`config.mk`:
```
export PLATFORM = sky130hd
export DESIGN_NAME = food_spawner
export DESIGN_NICKNAME = d
export VERILOG_FILES = /design/src/rtl/snake_pkg.sv /design/src/rtl/food_scan_counter.sv /design/src/rtl/food_spawner.sv
export SDC_FILE = /design/constraint.sdc
export NUM_CORES = 1
export LEC_CHECK = 0
export ABC_AREA = 1
export CORE_AREA = 2 2 84 86
export DETAILED_ROUTE_END_ITERATION = 10
export DIE_AREA = 0 0 86 88
export PLACE_DENSITY_LB_ADDON = 0.08
export RECOVER_POWER = 25
export SYNTH_ARGS = -nofsm -noshare
export SYNTH_HDL_FRONTEND = slang
export SYNTH_SLANG_ARGS = --single-unit
```
`constraint.sdc`:
```
create_clock -name CLK -period 3 [get_ports CLK]
set_input_delay 0.45 -clock CLK [delete_from_list [all_inputs] [get_ports CLK]]
set_output_delay 0.45 -clock CLK [all_outputs]
set_load 0.005 [all_outputs]
```
`src/rtl/snake_pkg.sv`:
```
// snake_pkg: grid geometry shared by the snake blocks, plus the food spawner state encoding.
package snake_pkg;
   localparam int GRID_W    = 40;
   localparam int GRID_H    = 30;
   localparam int XW        = 6;
   localparam int YW        = 5;
   localparam int MAX_TRIES = 16;
   typedef enum logic [2:0] {
      S_IDLE, S_ADVANCE, S_SAMPLE, S_QUERY, S_WAIT, S_SCAN_Q, S_SCAN_W
   } spawn_state_t;
endpackage

```
`src/rtl/food_scan_counter.sv`:
```
// food_scan_counter: row-major wrapping cell walker used by the spawner's fallback scan.
module food_scan_counter #(
   parameter int GRID_W = snake_pkg::GRID_W,
   parameter int GRID_H = snake_pkg::GRID_H,
   parameter int XW     = snake_pkg::XW,
   parameter int YW     = snake_pkg::YW
) (
   input  logic          CLK,
   input  logic          RESET,
   input  logic          i_load,
   input  logic [XW-1:0] i_ld_x,
   input  logic [YW-1:0] i_ld_y,
   input  logic          i_step,
   output logic [XW-1:0] o_x,
   output logic [YW-1:0] o_y,
   output logic          o_full
);
   localparam int NCELL = GRID_W * GRID_H;
   localparam int CW    = $clog2(NCELL + 1);
   logic [XW-1:0] r_x;
   logic [YW-1:0] r_y;
   logic [CW-1:0] r_cnt;
   logic          w_x_end;
   assign w_x_end = 32'(r_x) == GRID_W - 1;
   // The current cell is the last unvisited one once NCELL-1 cells have been stepped past.
   assign o_full  = r_cnt == CW'(NCELL - 1);
   assign o_x     = r_x;
   assign o_y     = r_y;
   always_ff @(posedge CLK or posedge RESET)
      if (RESET) begin
         r_x   <= '0;
         r_y   <= '0;
         r_cnt <= '0;
      end else if (i_load) begin
         r_x   <= i_ld_x;
         r_y   <= i_ld_y;
         r_cnt <= '0;
      end else if (i_step) begin
         r_cnt <= r_cnt + CW'(1);
         r_x   <= w_x_end ? '0 : r_x + XW'(1);
         if (w_x_end) r_y <= 32'(r_y) == GRID_H - 1 ? '0 : r_y + YW'(1);
      end
endmodule

```
`src/rtl/food_spawner.sv`:
```
// food_spawner: places food on a free cell using random draws, then a deterministic
// linear scan once MAX_TRIES draws have been rejected.
module food_spawner #(
   parameter int GRID_W    = snake_pkg::GRID_W,
   parameter int GRID_H    = snake_pkg::GRID_H,
   parameter int XW        = snake_pkg::XW,
   parameter int YW        = snake_pkg::YW,
   parameter int MAX_TRIES = snake_pkg::MAX_TRIES
) (
   input  logic          CLK,
   input  logic          RESET,
   input  logic          SPAWN_REQ,
   input  logic          FOOD_EATEN,
   input  logic [7:0]    RND_X,
   input  logic [7:0]    RND_Y,
   output logic          RND_CE,
   output logic          OCC_QUERY,
   output logic [XW-1:0] OCC_X,
   output logic [YW-1:0] OCC_Y,
   input  logic          OCC_HIT,
   output logic [XW-1:0] FOOD_X,
   output logic [YW-1:0] FOOD_Y,
   output logic          FOOD_VALID,
   output logic          BUSY,
   output logic          SPAWN_DONE,
   output logic          SPAWN_FAIL
);
   import snake_pkg::*;
   localparam int TW = $clog2(MAX_TRIES + 1);
   spawn_state_t  r_state, w_next;
   logic [TW-1:0] r_tries;
   logic [XW-1:0] r_cand_x, w_cx, w_scan_x;
   logic [YW-1:0] r_cand_y, w_cy, w_scan_y;
   logic          r_have_cand, r_scan_mode;
   logic          w_start, w_in_range, w_retry, w_reject, w_accept, w_fail, w_load, w_step, w_full;
   logic          w_unused;
   assign w_unused   = ^{RND_X, RND_Y};
   assign w_cx       = RND_X[XW-1:0];
   assign w_cy       = RND_Y[YW-1:0];
   assign w_in_range = 32'(w_cx) < GRID_W && 32'(w_cy) < GRID_H;
   assign w_retry    = 32'(r_tries) + 1 < MAX_TRIES;
   assign w_start    = r_state == S_IDLE && SPAWN_REQ;
   assign RND_CE     = r_state == S_ADVANCE;
   assign OCC_QUERY  = r_state == S_QUERY || r_state == S_SCAN_Q;
   assign BUSY       = r_state != S_IDLE;
   // Mode and both cell sources only change on edges that raise OCC_QUERY, keeping OCC_X/Y stable otherwise.
   assign OCC_X      = r_scan_mode ? w_scan_x : r_cand_x;
   assign OCC_Y      = r_scan_mode ? w_scan_y : r_cand_y;

   food_scan_counter #(.GRID_W(GRID_W), .GRID_H(GRID_H), .XW(XW), .YW(YW)) u_scan (
      .CLK    (CLK),
      .RESET  (RESET),
      .i_load (w_load),
      .i_ld_x (r_have_cand ? r_cand_x : '0),
      .i_ld_y (r_have_cand ? r_cand_y : '0),
      .i_step (w_step),
      .o_x    (w_scan_x),
      .o_y    (w_scan_y),
      .o_full (w_full)
   );

   always_comb begin
      w_next   = r_state;
      w_reject = 1'b0;
      w_accept = 1'b0;
      w_fail   = 1'b0;
      w_step   = 1'b0;
      w_load   = 1'b0;
      case (r_state)
         S_IDLE:    w_next = SPAWN_REQ ? S_ADVANCE : S_IDLE;
         S_ADVANCE: w_next = S_SAMPLE;
         S_SAMPLE:  begin
            w_next   = S_QUERY;
            w_reject = !w_in_range;
         end
         S_QUERY:   w_next = S_WAIT;
         S_WAIT:    begin
            w_reject = OCC_HIT;
            w_accept = !OCC_HIT;
         end
         S_SCAN_Q:  w_next = S_SCAN_W;
         S_SCAN_W:  begin
            w_accept = !OCC_HIT;
            w_fail   = OCC_HIT && w_full;
            w_step   = OCC_HIT && !w_full;
            w_next   = S_SCAN_Q;
         end
         default:   w_next = S_IDLE;
      endcase
      if (w_reject) begin
         w_next = w_retry ? S_ADVANCE : S_SCAN_Q;
         w_load = !w_retry;
      end
      if (w_accept || w_fail) w_next = S_IDLE;
   end

   always_ff @(posedge CLK or posedge RESET)
      if (RESET) begin
         r_state     <= S_IDLE;
         r_tries     <= '0;
         r_cand_x    <= '0;
         r_cand_y    <= '0;
         r_have_cand <= 1'b0;
         r_scan_mode <= 1'b0;
         FOOD_X      <= '0;
         FOOD_Y      <= '0;
         FOOD_VALID  <= 1'b0;
         SPAWN_DONE  <= 1'b0;
         SPAWN_FAIL  <= 1'b0;
      end else begin
         r_state    <= w_next;
         SPAWN_DONE <= w_accept;
         SPAWN_FAIL <= w_fail;
         if (w_start) begin
            r_tries     <= '0;
            r_have_cand <= 1'b0;
         end else if (w_reject) r_tries <= r_tries + TW'(1);
         if (r_state == S_SAMPLE && w_in_range) begin
            r_cand_x    <= w_cx;
            r_cand_y    <= w_cy;
            r_have_cand <= 1'b1;
            r_scan_mode <= 1'b0;
         end
         if (w_load) r_scan_mode <= 1'b1;
         if (w_accept) begin
            FOOD_X     <= OCC_X;
            FOOD_Y     <= OCC_Y;
            FOOD_VALID <= 1'b1;
         end else if (FOOD_EATEN || w_start) FOOD_VALID <= 1'b0;
      end
endmodule

```
==> metrics.md <==
| Metric | Value |
|---|---|
| Final Critical Period | around 2.5 ns |
| Die Y | 88 um |
| Setup Fix Bufs, Post-CTS | 0 |
| Core area | 0.006644 mm2 |
| Post-synthesis cell type count | 33 |
| IO Count | between 40 and 50 |
| Crit start category | flop |
| Most frequent cells in the layout | nand2_1, dfrtp_1, clkdlybuf4s50_1 |
| Clock root buffer | clkbuf_8 |
| Overall Global Routing Usage | 20.78% |
| Syn avg cell area | 7.403 um2 |
| Rel. slew slack | 5.214% |
| Final period util | 81.87% |
| Leading area contributor after synthesis | dfrtp_1 |
| Finished Layout Cells | 559 |
| Register area share after synthesis | 44.50% |
| Synth Flop Type | dfrtp_1 |
| Vias/cell | 5.097 |
| Final slew viol count | 0 |
| Commonest non-fill, non-tap cell in the layout | nand2_1 |
| Worst EP required | ~2.6 ns |
| Post-Synthesis Net Count | 459 |
| Die Wd | 86 um |
| Synth top area share | 44.50% |
| DRC | 0 |
| Peak VDD IR | 393.2 uV |
| Post-Syn Instances | 433 |
| Synthesized area | 0.003206 mm2 |
| Area of the die | 0.007568 mm2 |
| Async SR Flop Fraction | between 90% and 100% |
| Number of global-route vias before repair | 2,620 |
| First-pass GRT wire length | 12,350 um |
| DPL Wire Length | 5071 um |
| CTS buffer count | 9 |
| H-tree depth | 3 |
| Drt pass-1 iters | 4 |
| # fillers | 631 |
| Worst Setup End Kind | output pin |
| ANT nets after route | 0 |
| Max clock buf depth | 2 |
| Grt ovf | 0 |
| Top cells by area, synth | dfrtp_1, nand2_1, inv_1 |
| Gates resized, CTS repair | 0 |
| Largest net degree at the start of global routing | 58 |
| Final Hold Fails | 0 |
| Gpl congestion | approximately 0.83 |
| CTS Hold Bufs | 0 |
| FF+latch count, synth | 57 |
| Clock sinks | 57 |
| Critical path origin | r_scan_mode$_DFFE_PP0P_ |
| Ant diodes | 0 |
| Max cap viols | 0 |
| Status | finished clean |
| FF-to-FF Start | r_tries[0]$_DFFE_PP0P_ |
| Critical path arrival | 2.01 ns |
| Initial DRC count | roughly 130 |
| Clock Latency Late Sink | 0.33 ns |
| Number of synthesis warnings | 0 |
| Critical path type | flop to output pin |
| Util after Layout | between 50% and 60% |
| DR vias | roughly 2,800 |
| Reg2Reg Depth | 9 |
| Number of flops mapped to enable cells by yosys | 0 |
| Setup total negative slack | 0 ns |
| Slew @ Worst Pin | 1.422 ns |
| Setup-failing EPs final | 0 |
| Nets | 502 |
| Power Density | 847.7 mW/mm2 |
| Standard-cell rows | 30 |
| Worst-path clk slew | approximately 0.060 ns |
| Total Power | 3.249 mW |
| FF-to-FF End | u_scan.o_x[1]$_DFFE_PP0P_ |
| Crit Path Max Fanout | 23 |
| Layout cells sized above 1 | 7.307% |
| Leak | around 1.9 nW |
| Initial antenna violation count | 0 |
| Min-delay worst type | flop to flop |
| Port bufs | 43 |
| Placed cell count | between 500 and 600 |
| Area Growth Syn to Fin | 19.56% |
| Skew final | between 0.005 and 0.006 ns |
| Unrepaired setup endpoints after global routing | false |
| Fmax | 0.4071 GHz |
| DR WL/cell | roughly 13 um |
| CTS tree | done |
| Worst setup path end | OCC_X[4] |
| Starting Density | 48.25% |
| Final WL | roughly 7300 um |
| FF-to-FF setup slack | 0.91 ns |
-- synth_stat cells, types with 6 or more instances --
master and n:
nor2_1 38, inv_1 39, o21ai_0 18, buf_2 6, dfrtp_1 57, a21oi_1 17, nand4_1 9, nand3b_1 11
nand3_1 22, nand2_1 160
-- report_power, final --
part | leakage (nW) | internal, mW | switching, mW
Combinational | 1.15 | 0.638 | 0.700
Sequential | 0.699 | 1.05 | 0.242
Clock | 0.0826 | 0.337 | 0.287
Total | 1.93 | 2.02 | 1.23
-- final cells by class --
class	instances	area [um2]	area share, %
Multi-Input combinational cell	319	1531	39.96
Tap cell	80	100.1	2.612
Clock buffer	14	162.7	4.244
Sequential cell	57	1426	37.22
Timing Repair Buffer	47	454.2	11.85
Inverter	42	157.7	4.114
-- worst max-delay path: stages (launching register included) --
cell	delay (ns)
dfrtp_1	0.60
o21ai_0	0.48
clkdlybuf4s50_1	0.59
-- state kept, by name, indices dropped and copies added (netlist names) --
name,count
r_state,3
r_have_cand,1
FOOD_X,6
SPAWN_FAIL,1
r_tries,5
u_scan.o_x,6
FOOD_Y,5
r_scan_mode,1
FOOD_VALID,1
u_scan.r_cnt,11
u_scan.o_y,5
r_cand_y,5
r_cand_x,6
SPAWN_DONE,1
-- stage by stage --
step	setup slack (ns)	hold slack, ns	area (um2)
floorplan	1.150	0.4621	3206
global placement	0.6782	0.4544	3676
detailed placement	0.6578	0.4587	3676
CTS	0.4835	0.4740	3839
global route	0.4461	0.4895	3832
finish	0.5439	0.4684	3832
-- logic make-up (layout without fill, tap and decap cells) --
family	count (synthesis)	in the layout	share of synthesized area, %
simple gates	257	257	35.01
fa+ha+maj	5	5	1.952
mux	1	1	0.3513
buf+inv	57	103	7.728
compound gates	50	50	8.822
flops	57	57	44.50
xor+xnor	6	6	1.639
-- metal layers --
layer  global-route usage [%]  vias up  share of wire [%]
met4                    6.926        0               0.75
met2                    31.36       53                 45
met3                    4.430        7                3.6
li1                         -     1456                  -
met1                    29.84     1333                 51
met5                        0        -                  0
-- worst min path at each step --
| stage | start | endpoint | slack [ns] | cells past startpoint |
|---|---|---|---|---|
| 2_1_floorplan | r_tries[0]$_DFFE_PP0P_ | r_tries[0]$_DFFE_PP0P_ | 0.46 | 1 |
| 3_3_place_gp | FOOD_Y[1]$_DFFE_PP0P_ | FOOD_Y[1]$_DFFE_PP0P_ | 0.45 | 2 |
| 3_5_place_dp | FOOD_X[2]$_DFFE_PP0P_ | FOOD_X[2]$_DFFE_PP0P_ | 0.46 | 2 |
| 4_1_cts | FOOD_X[2]$_DFFE_PP0P_ | FOOD_X[2]$_DFFE_PP0P_ | 0.47 | 2 |
| 5_1_grt | FOOD_X[2]$_DFFE_PP0P_ | FOOD_X[2]$_DFFE_PP0P_ | 0.49 | 2 |
| 6_report | FOOD_X[2]$_DFFE_PP0P_ | FOOD_X[2]$_DFFE_PP0P_ | 0.47 | 2 |
Power figures use the tool's default switching activity.
